<file path="config.mk">
export PLATFORM = sky130hd
export DESIGN_NAME = and_1
export DESIGN_NICKNAME = d
export VERILOG_FILES = /design/src/rtl/and_1_pkg.sv /design/src/rtl/and_1_sat_counter.sv /design/src/rtl/and_1.sv
export SDC_FILE = /design/constraint.sdc
export NUM_CORES = 1
export LEC_CHECK = 0
export CAP_MARGIN = 25
export CORE_AREA = 3 3 49 51
export CTS_BUF_LIST = sky130_fd_sc_hd__clkbuf_8
export CTS_CLUSTER_SIZE = 8
export DETAILED_ROUTE_END_ITERATION = 8
export DIE_AREA = 0 0 52 54
export GPL_TIMING_DRIVEN = 0
export PLACE_DENSITY = 0.73
export SLEW_MARGIN = 20
export SYNTH_ARGS = -nofsm -noshare
export SYNTH_HDL_FRONTEND = slang
export SYNTH_SLANG_ARGS = --single-unit
</file>
<file path="constraint.sdc">
create_clock -name clk -period 2.5 [get_ports clk]
set_clock_uncertainty 0.05 [all_clocks]
set_input_delay 0.625 -clock clk [delete_from_list [all_inputs] [get_ports clk]]
set_output_delay 0.625 -clock clk [all_outputs]
set_load 0.02 [all_outputs]
</file>
<file path="src/rtl/and_1_pkg.sv">
// Shared defaults for the and_1 gate-with-statistics block.
package and_1_pkg;

  localparam int AND1_WIDTH_DEF = 1;
  localparam int AND1_CNT_W_DEF = 16;

endpackage

</file>
<file path="src/rtl/and_1_sat_counter.sv">
// Up-counter that sticks at its all-ones value instead of wrapping.
module sat_counter #(
  parameter int W = 16
) (
  input  logic         clk,
  input  logic         rst,
  input  logic         inc,
  output logic [W-1:0] count
);

  logic at_max;

  assign at_max = (count == {W{1'b1}});

  always_ff @(posedge clk) begin
    if (rst) begin
      count <= '0;
    end else if (inc && !at_max) begin
      count <= count + W'(1);
    end
  end

endmodule

</file>
<file path="src/rtl/and_1.sv">
// Bitwise AND with a registered copy and a saturating count of all-ones hits.
module and_1
  import and_1_pkg::*;
#(
  parameter int WIDTH = AND1_WIDTH_DEF,
  parameter int CNT_W = AND1_CNT_W_DEF
) (
  input  logic             clk,
  input  logic             rst,
  input  logic [WIDTH-1:0] A,
  input  logic [WIDTH-1:0] B,
  input  logic             en,
  output logic [WIDTH-1:0] Q,
  output logic [WIDTH-1:0] Q_r,
  output logic             valid_o,
  output logic             all_ones,
  output logic [CNT_W-1:0] hit_cnt
);

  logic hit_inc;

  // Combinational path: independent of clk, rst and en.
  assign Q        = A & B;
  assign all_ones = &Q;

  // valid_o is a one-cycle qualifier with no back-pressure: it is high only
  // when the most recent edge captured Q with en=1. Q_r keeps its old value
  // while valid_o is low.
  always_ff @(posedge clk) begin
    if (rst) begin
      Q_r     <= '0;
      valid_o <= 1'b0;
    end else if (en) begin
      Q_r     <= Q;
      valid_o <= 1'b1;
    end else begin
      valid_o <= 1'b0;
    end
  end

  assign hit_inc = en & all_ones;

  sat_counter #(
    .W(CNT_W)
  ) u_hit_cnt (
    .clk  (clk),
    .rst  (rst),
    .inc  (hit_inc),
    .count(hit_cnt)
  );

endmodule

</file>
Word-level counts from Yosys, hierarchy flattened
Index checks and enable logic that the tools add are counted.
{"block": "totals", "elab_cells": 10, "in_bits": 5, "output_inout_bits": 20, "ff_bits": 18}
{"block": "classes", "muxes": 1, "bitwise": 2, "n_eq_ne": 1, "add_sub_neg": 1, "n_reduce_logical": 2}
{"cell": "16-bit by 1-bit adder with 16-bit output (second input constant)", "n": 1}
{"cell": "16-bit == test (second input constant)", "n": 1}
{"cell": "1-bit bitwise AND", "n": 2}
{"cell": "1-bit logical AND", "n": 1}
{"cell": "1-bit zero test", "n": 1}
{"cell": "1-bit two-way mux", "n": 1}

Longest topological paths before layout
Gate-level depths: netlist of the first run.
{"block": "logic_depth", "depth_word": 3, "mapped_depth": 5, "depth_no_buf": 5}

By module
Synthesis of the first run repeated with hierarchy kept, for this count alone.
{"block": "hier_totals", "cells_unflattened": 104, "area_unflattened_um2": 924.6}
{"mod": "sat_counter", "area_each_um2": 833.3, "cells_each": 96, "seq_area_each_um2": 320.3, "n_inst": 1}
{"mod": "and_1", "area_each_um2": 91.3, "cells_each": 8, "seq_area_each_um2": 40.0, "n_inst": 1}

Least setup slack after synthesis of the first run
OpenSTA, ideal clock, no wires.
{"block": "synth_timing", "path_type": "in2reg", "start": "input port A", "end": "register u_hit_cnt.count[15]", "arrival_ns": 1.907, "cell_stages": 5, "path_buffers": 1, "setup_slack_ns": 0.473, "setup_time_ns": 0.070, "required_ns": 2.380, "cell_sequence": "nand3_1 -> or4_1 -> clkbuf_2 -> or4_1 -> a21oi_1"}
{"block": "synth_between", "elab_chain_len": 3}
{"item": "from (decl)", "line_no": "and_1.sv:10", "source": "input logic [WIDTH-1:0] A,"}
{"item": "1-bit bitwise AND", "line_no": "and_1.sv:23", "source": "assign Q = A & B;"}
{"item": "1-bit bitwise AND", "line_no": "and_1.sv:41", "source": "assign hit_inc = en & all_ones;"}
{"item": "1-bit logical AND", "line_no": "and_1_sat_counter.sv:18", "source": "end else if (inc && !at_max) begin"}
{"item": "to (signal assigned)", "line_no": "and_1_sat_counter.sv:19", "source": "count <= count + W'(1);"}
{"item": "to (decl)", "line_no": "and_1_sat_counter.sv:8", "source": "output logic [W-1:0] count"}
Every way passes these cells.
A chain may end at the register's enable or synchronous reset.

Worst setup path after layout of the first run
{"block": "layout_timing", "start": "input port en", "end": "register u_hit_cnt.count[15]"}
{"block": "layout_between", "elab_chain_len": 2}
{"item": "from (decl)", "line_no": "and_1.sv:12", "source": "input logic en,"}
{"item": "1-bit bitwise AND", "line_no": "and_1.sv:41"}
{"item": "1-bit logical AND", "line_no": "and_1_sat_counter.sv:18"}
Every way passes these cells.

==> flow_summary.yaml, run 1 <==
logic_synthesis:
  syn_inst: 107
  synth_compound_area_frac: 0.221
  synth_cell_types: 29
  synth_top_area_frac: 0.405
  synthTopCellsByArea: "dfxtp_1 (41%), a21oi_1 (6.2%), or4_1 (5.9%)"
  syn_area_um2: 890
  yosysWarnings: 0
  ys_ff_latch: 18
  synth-simple-area-share: 0.295
  avgSynthCellArea_um2: 8.31
  yosys.area.top_type: "dfxtp_1"
  ys_seq_area_frac: 0.405
  synth_nets: 113
  muxShareOfSynthArea: 0.0127
  synth_top_family_by_area: "simple AND/OR/NAND/NOR gates"
  synth_xor_xnor_area_share: 0
  yosys.area_share.adder: 0.0141
die:
  io_pins: 25
  core-area_um2: 1980
  floorplan.initialDensity: 0.449
  die_area_um2: 2810
  dieWidth_um: 52
  core.rowCount: 16
  die-height_um: 54
power:
  seq_power_share: 0.516
  intPower_uw: 445
  power-per-cell-area_nw_per_um2: 464
  swShare: 0.211
  power.switching_uw: 119
  vdd_drop_max_uv: 454
  clkPwrFrac: 0.424
  p_leak_nw: 0.355
  p_comb_frac: 0.060
drt:
  drtIter0Drc: 21
  drt-total-wl_um: 2110
  wl_met3_um: 126
  dr.max_layer_used: "met4"
  num_vias: 907
  vias_per_cell: 5.60
  m1WireLength_um: 942
  drc: 0
  wl_per_cell_um: 13.0
  wl_met2_um: 996
  antenna_left: 0
  firstDrtPassIters: 4
timing:
  holdWs_ps: 429
  setup_ws_ps: 99.2
  fmax_mhz: 417
  slew_viol_final: 0
  worstMarginPinSlew_ps: 881
  rsz0062_at_grt: "false"
  slew_headroom: 0.407
  finalHoldViolations: 0
  period_minus_slack_ps: 2400
  period_share: 0.960
  finalSetupViolCount: 0
placement:
  dp_hpwl_um: 1530
  dpl_cell_area_um2: 1160
  dp.cells: 158
  numPortBuffers: 24
  place_ws_ps: -176
  place.gp.congestion: 0.786
cells_and_area:
  final_cell_count_no_fill: 162
  nNetsFinal: 142
  diodes: 0
  stdcell_area_um2: 1220
  post_route_cells_drive_above_1_share: 0.0741
  final_util: 0.614
  area_growth_pct: 36.7
hold_path:
  hold_depth: 2
  worst_hold_path_type: "flop to flop"
worst_setup_path:
  crit_path_end_kind: "flop"
  worstSetupPathType: "input pin to flop"
  required_ps: 2640
  worstPathMaxFanout: 7
  reg2regPathDepth: 4
  slowest_stage: "clkdlybuf4s50_1"
  crit_chain: "clkdlybuf4s50_1 -> nand3_1 -> or4_1 -> clkbuf_2 -> or4_1 -> a21oi_1"
  cp_common_cell: "or4_1"
  arrival_ps: 2540
  max_stage_delay_ps: 510
  startpoint_type: "input pin"
status:
  outcome: "finished clean"
clocking:
  cts_buffer_depth: 2
  cts_buffers: 3
  cts-root-buf: "clkbuf_8"
  numClockSinks: 18
  clk_pin_slew_ps: 70
  hold_buffers: 0
  ctsHtreeMaxLevel: 1
  cts_tree: "done"
  insertion_delay_ps: 260
global_routing:
  grt_pass1_wl_um: 3330
  antenna_found_initial: 0
  overflow: 0
  grt_max_degree: 11
  grt_use_total: 0.163
  grt_pass1_vias: 735
run:
  cap_viol_max_count: 0
-- critical path, delay by kind of cell --
family | cells | cell delay, ps
compound gates | 1 | 150
buf+inv | 2 | 680
simple gates | 3 | 1100
-- cell type report --
class	instances	area, um^2
inverters	6	22.5
multi-input cells	78	483
well taps	27	33.8
repair buffers	24	238
clock buffers	4	55.1
flip-flops and latches	18	360
plain buffers	5	23.8
fillers	176	766
-- state kept, by name (all words and copies together), names as in the netlist --
name / flops
u_hit_cnt.count: 16
Q_r: 1
valid_o: 1
-- final timing paths --
kind / startpoint / endpoint / slack [ps]
min: Q_r / Q_r / 430
max: en / u_hit_cnt.count[15] / 100
min reg2reg: Q_r / Q_r / 430
max reg2reg: u_hit_cnt.count[9] / u_hit_cnt.count[3] / 450
-- per-layer routing --
layer | vias up | global-route usage
li1 | 466 | -
met1 | 411 | 0.183
met2 | 25 | 0.270
met3 | 5 | 0.0637
met4 | 0 | 0.0786
met5 | - | 0
-- synth_stat cells --
master,count
dfxtp_1,18
a21oi_1,11
or4_1,7
inv_1,6
nand2_1,6
o31ai_1,6
or3_1,6
nand3_1,5
a211oi_1,4
nor3_1,4
o21ai_0,4
clkbuf_1,3
nand4_1,3
nor2_1,3
nor2b_1,3
a31oi_1,2
nor4_1,2
o31a_1,2
or2_2,2
and2_1,1
and4_1,1
buf_4,1
clkbuf_2,1
ha_1,1
mux2_2,1
nand2b_1,1
nand3_2,1
o211ai_1,1
o41ai_1,1
-- cell usage in the layout, fill, tap and decap left out, types with 2 or more instances in the layout --
cell type,instances
nor4_1,2
a31oi_1,2
nand4_1,3
clkbuf_1,3
o21ai_0,4
or2_2,2
o31a_1,2
dlygate4sd2_1,2
nor3_1,4
nand3_1,5
a21oi_1,11
nand2_1,6
or4_1,7
or3_1,6
nor2_1,3
dfxtp_1,18
nor2b_1,3
inv_1,6
clkdlybuf4s50_1,22
o31ai_1,6
clkbuf_8,4
a211oi_1,4
-- power groups by stage --
| stage | Sequential [mW] | Clock (mW) | Combinational [mW] |
|---|---|---|---|
| 6_report | 0.291 | 0.239 | 0.0340 |
| 5_1_grt | 0.291 | 0.255 | 0.0367 |
| 4_1_cts | 0.291 | 0.247 | 0.0345 |
| 3_5_place_dp | 0.297 | 0 | 0.0356 |
| 3_3_place_gp | 0.297 | 0 | 0.0349 |
| 2_1_floorplan | 0.300 | 0 | 0.0136 |
-- per-stage QoR --
| stage | power, mW | setup TNS, ps |
|---|---|---|
| final | 0.564 | 0 |
| after global routing | 0.583 | 0 |
| after floorplan | 0.314 | 0 |
| after detailed placement | 0.333 | -594 |
| after CTS | 0.572 | 0 |
| after global placement | 0.332 | -400 |
-- kinds of logic after synthesis --
family,after synthesis
AO/OA/AOI/OAI,31
buffers and inverters,11
flip-flops,18
multiplexers,1
adder cells (fa/ha/maj),1
AND/OR/NAND/NOR,45
-- what timing repair did --
action / CTS / global route
endpoints found under the setup margin: 2 / 0
gates resized for setup: 2 / 0
buffers inserted: 0 / 0
(Power assumes the default switching activity.)
==> run 2: changes to the inputs <==
--- a/config.mk
+++ b/config.mk
@@ -6,11 +6,11 @@
 export NUM_CORES = 1
 export LEC_CHECK = 0
 export CAP_MARGIN = 25
-export CORE_AREA = 3 3 49 51
+export CORE_AREA = 2 2 48 50
 export CTS_BUF_LIST = sky130_fd_sc_hd__clkbuf_8
 export CTS_CLUSTER_SIZE = 8
 export DETAILED_ROUTE_END_ITERATION = 8
-export DIE_AREA = 0 0 52 54
+export DIE_AREA = 0 0 50 52
 export GPL_TIMING_DRIVEN = 0
 export PLACE_DENSITY = 0.73
 export SLEW_MARGIN = 20
==> run 2 against run 1 <==
First-iteration DRC count down 9.5%. Final area increased by 0.51%. Worst hold slack improved by 4.9 ps. Critical path depth is the same. Sequential cell count stayed put. Die area down 7.4%.
==> flow_summary.yaml, run 2 (same netlist as run 1, synthesis figures left out) <==
die:
  core.rowCount: 17
  core-area_um2: 2110
  die_area_um2: 2600
  dieWidth_um: 50
  floorplan.initialDensity: 0.422
  io_pins: 25
  die-height_um: 52
worst_setup_path:
  worstPathMaxFanout: 7
  startpoint_type: "input pin"
  worstSetupPathType: "input pin to flop"
  required_ps: 2640
  arrival_ps: 2550
  crit_path_end_kind: "flop"
  r2r_slack_ps: 490
timing:
  rsz0062_at_grt: "false"
  finalHoldViolations: 0
  period_minus_slack_ps: 2410
  setup_ws_ps: 90.6
  fmax_mhz: 415
  slew_headroom: 0.637
  finalSetupViolCount: 0
  worstMarginPinSlew_ps: 539
  slew_viol_final: 0
  tns_ps: 0
  period_share: 0.964
power:
  intPower_uw: 445
  p_comb_frac: 0.061
  p_leak_nw: 0.360
  vdd_drop_max_uv: 264
  swShare: 0.213
  power.switching_uw: 120
  power-per-cell-area_nw_per_um2: 462
  seq_power_share: 0.514
  clkPwrFrac: 0.425
cells_and_area:
  diodes: 0
  largest_reg_flops: 16
  post_route_cells_drive_above_1_share: 0.0809
  area_growth_pct: 37.4
  largest_register: "u_hit_cnt.count"
  reg.largest.list: "u_hit_cnt.count: 16 flops, Q_r: 1 flops, valid_o: 1 flops"
  layout_common_cells: "clkdlybuf4s50_1 (22), dfxtp_1 (18), a21oi_1 (11)"
  mostFrequentLayoutCell: "clkdlybuf4s50_1"
  final_cell_count_no_fill: 164
  nFillCells: 193
  nNetsFinal: 143
  multiInputGateArea_um2: 483
  register_area_um2: 360
drt:
  wl_per_cell_um: 12.8
  num_vias: 917
  vias_per_cell: 5.59
  drt-total-wl_um: 2090
  antenna_left: 0
  firstDrtPassIters: 4
  drtIter0Drc: 19
  drc: 0
global_routing:
  grt_pass1_vias: 762
  antenna_found_initial: 0
  use_met2: 0.283
  grt_pass1_wl_um: 3590
  overflow: 0
  grt_max_degree: 11
  top_usage_layer: "met2"
  grt_use_total: 0.181
  grtUsageMet1: 0.242
  met3_usage: 0.0345
clocking:
  cts-root-buf: "clkbuf_8"
  postCtsSetupBuffers: 0
  hold_buffers: 0
  cts_buffers: 3
  ctsHtreeMaxLevel: 1
  insertion_delay_ps: 250
  cts_buffer_depth: 2
  cts_tree: "done"
  numClockSinks: 18
  clk_pin_slew_ps: 70
run:
  cap_viol_max_count: 0
placement:
  place.gp.congestion: 0.783
  numPortBuffers: 24
  place_ws_ps: -155
  dp.cells: 159
  dp_hpwl_um: 1540
status:
  outcome: "finished clean"
hold_path:
  worst_hold_path_type: "flop to flop"
==> run 2: cell types whose count changed in the layout (fill, tap and decap cells not counted) <==
| cell | delta |
|---|---|
| clkbuf_2 | +1 |
==> run 2: layer usage <==
metal  part of all wire  up-vias
li1                   -      468
met1               0.48      418
met2               0.46       27
met3              0.053        4
met4              0.013        0
met5                  0        -
==> run 2: what timing repair did <==
| action | in CTS | in global routing |
|---|---|---|
| endpoints found under the hold margin | 0 | 0 |
| gates resized for setup | 2 | 0 |
| setup endpoints to repair | 2 | 0 |
==> run 2: stage by stage <==
stage	power (mW)	util	area, um^2	hold WS [ps]
4_1_cts	0.570	0.578	1220	444
3_5_place_dp	0.333	0.553	1160	429
3_3_place_gp	0.332	0.553	1160	415
2_1_floorplan	0.314	-	890	497
5_1_grt	0.588	0.581	1220	454
6_report	0.565	0.581	1220	434
==> run 2: worst paths after layout <==
kind / start / end / cells after the start
min: Q_r / Q_r / 2
max reg2reg: u_hit_cnt.count[3] / u_hit_cnt.count[15] / 5
max: en / u_hit_cnt.count[15] / 6
min reg2reg: Q_r / Q_r / 2
==> run 2: power groups by stage <==
| stage | Clock [mW] | Combinational, mW | Sequential, mW |
|---|---|---|---|
| 2_1_floorplan | 0 | 0.0136 | 0.300 |
| 3_3_place_gp | 0 | 0.0347 | 0.297 |
| 3_5_place_dp | 0 | 0.0359 | 0.297 |
| 4_1_cts | 0.244 | 0.0348 | 0.291 |
| 5_1_grt | 0.259 | 0.0374 | 0.291 |
| 6_report | 0.240 | 0.0343 | 0.291 |
==> run 2: worst max-delay path, stage by stage <==
cell             delay [ps]
clkdlybuf4s50_1         510
nand3_1                 140
or4_1                   480
clkbuf_2                180
or4_1                   480
a21oi_1                 140
==> run 2: final cells by class <==
class / instances / area share
plain buffers: 5 / 0.0194
inverters: 6 / 0.0184
well taps: 28 / 0.0287
clock buffers: 4 / 0.0450
multi-input cells: 78 / 0.395
flip-flops and latches: 18 / 0.295
repair buffers: 25 / 0.199
==> run 3: changes to the inputs <==
--- a/config.mk
+++ b/config.mk
@@ -13,7 +13,7 @@
 export DIE_AREA = 0 0 50 52
 export GPL_TIMING_DRIVEN = 0
 export PLACE_DENSITY = 0.73
-export SLEW_MARGIN = 20
+export SLEW_MARGIN = 25
 export SYNTH_ARGS = -nofsm -noshare
 export SYNTH_HDL_FRONTEND = slang
 export SYNTH_SLANG_ARGS = --single-unit
==> run 3 against run 2 <==
Clock power is essentially flat. Register-to-register slack lost 20 ps. Sequential share of layout area hardly changed. Core utilization grew 0.059 points. Setup slack got worse by 8.9 ps. Global-route usage stayed put. Via count down 0.76%. Critical endpoint unchanged. Wire length is 1.7% higher. Non-clock buffer count is 1 lower. Critical path type unchanged. Largest power group unchanged.
==> flow_summary.yaml, run 3 (same netlist as run 1, synthesis figures left out) <==
status:
  outcome: "finished clean"
power:
  power-per-cell-area_nw_per_um2: 462
  clkPwrFrac: 0.425
  power_uw: 565
  power.switching_uw: 120
  swShare: 0.213
  intPower_uw: 445
  vdd_drop_max_uv: 264
  seq_power_share: 0.515
  p_comb_frac: 0.061
  p_leak_nw: 0.355
cells_and_area:
  nFillCells: 196
  post_route_cells_drive_above_1_share: 0.0815
  mostFrequentLayoutCell: "clkdlybuf4s50_1"
  diodes: 0
  register_area_um2: 360
  multiInputGateArea_um2: 489
  nNetsFinal: 142
  reg.largest.list: "u_hit_cnt.count: 16 flops, Q_r: 1 flops, valid_o: 1 flops"
  layout_common_cells: "clkdlybuf4s50_1 (22), dfxtp_1 (18), a21oi_1 (11)"
  area_growth_pct: 37.6
  stdcell_area_um2: 1220
  final_util: 0.581
  largest_reg_flops: 16
  largest_register: "u_hit_cnt.count"
global_routing:
  grt_pass1_wl_um: 3590
  antenna_found_initial: 0
  overflow: 0
  grt_pass1_vias: 762
  grt_use_total: 0.181
  grt_max_degree: 11
drt:
  wl_met3_um: 106
  num_vias: 910
  m1WireLength_um: 1030
  drt-total-wl_um: 2130
  wl_per_cell_um: 13.0
  firstDrtPassIters: 4
  vias_per_cell: 5.58
  drtIter0Drc: 27
  dr.max_layer_used: "met4"
  drc: 0
  wl_met2_um: 958
  antenna_left: 0
worst_setup_path:
  worstSetupPathType: "input pin to flop"
  r2r-end: "u_hit_cnt.count[15]"
  regToRegStartpoint: "u_hit_cnt.count[3]"
  crit_path_end_kind: "flop"
  reg2regPathDepth: 5
  required_ps: 2630
  r2r_slack_ps: 470
  worstPathMaxFanout: 7
  startpoint_type: "input pin"
  arrival_ps: 2550
die:
  floorplan.initialDensity: 0.422
  dieWidth_um: 50
  die_area_um2: 2600
  die-height_um: 52
  core.rowCount: 17
  io_pins: 25
  core-area_um2: 2110
timing:
  period_minus_slack_ps: 2420
  period_share: 0.967
  worstMarginPinSlew_ps: 611
  fmax_mhz: 414
  holdWs_ps: 436
  tns_ps: 0
  slew_headroom: 0.590
  finalSetupViolCount: 0
  rsz0062_at_grt: "false"
  slew_viol_final: 0
  finalHoldViolations: 0
placement:
  place.gp.congestion: 0.783
  dp_hpwl_um: 1540
  numPortBuffers: 24
  dpl_cell_area_um2: 1160
clocking:
  insertion_delay_ps: 250
  ctsHtreeMaxLevel: 1
  cts_tree: "done"
  cts_buffers: 3
  cts-root-buf: "clkbuf_8"
  clk_pin_slew_ps: 70
  cts_buffer_depth: 2
  numClockSinks: 18
hold_path:
  hold_start: "Q_r"
  worst_hold_path_type: "flop to flop"
  min_to: "Q_r"
  hold_depth: 2
run:
  cap_viol_max_count: 0
==> run 3: critical path, stage by stage <==
cell             delay (ps)
clkdlybuf4s50_1         500
nand3_1                 140
or4_1                   480
clkbuf_2                180
or4_1                   480
a21oi_1                 150
==> run 3: final cells by class <==
cell class / instances / share of cell area
Inverter: 6 / 0.0184
Clock buffer: 4 / 0.0450
Multi-Input combinational cell: 78 / 0.400
Buffer: 5 / 0.0194
Timing Repair Buffer: 24 / 0.194
Tap cell: 28 / 0.0286
Sequential cell: 18 / 0.294
==> run 3: how the worst max path moves through the flow <==
stage | depth (start not counted) | start | end
2_1_floorplan | 5 | A | u_hit_cnt.count[15]
3_3_place_gp | 6 | en | u_hit_cnt.count[15]
3_5_place_dp | 4 | A | all_ones
4_1_cts | 6 | en | u_hit_cnt.count[15]
5_1_grt | 6 | en | u_hit_cnt.count[15]
6_report | 6 | en | u_hit_cnt.count[15]
==> run 3: metal layers <==
layer  vias up  track usage
met5         -            0
met4         0       0.0833
met3         4       0.0345
met2        25        0.283
met1       420        0.242
li1        461            -
==> run 3: through the flow <==
step                instances  worst slack (ps)
floorplan                 107               473
global placement          159              -128
detailed placement        159              -155
CTS                       163               107
global route              163              57.1
finish                    163              81.7
==> run 3: repair_timing <==
item                       CTS  global route
setup buffers                0             0
gates resized for setup      2             0
setup endpoints to repair    2             0
hold buffers                 0             0
==> run 3: power by group through the flow <==
stage	Combinational [mW]	Clock, mW	Sequential, mW
6_report	0.0342	0.240	0.291
5_1_grt	0.0374	0.259	0.291
4_1_cts	0.0348	0.244	0.291
3_5_place_dp	0.0359	0	0.297
3_3_place_gp	0.0347	0	0.297
2_1_floorplan	0.0136	0	0.300
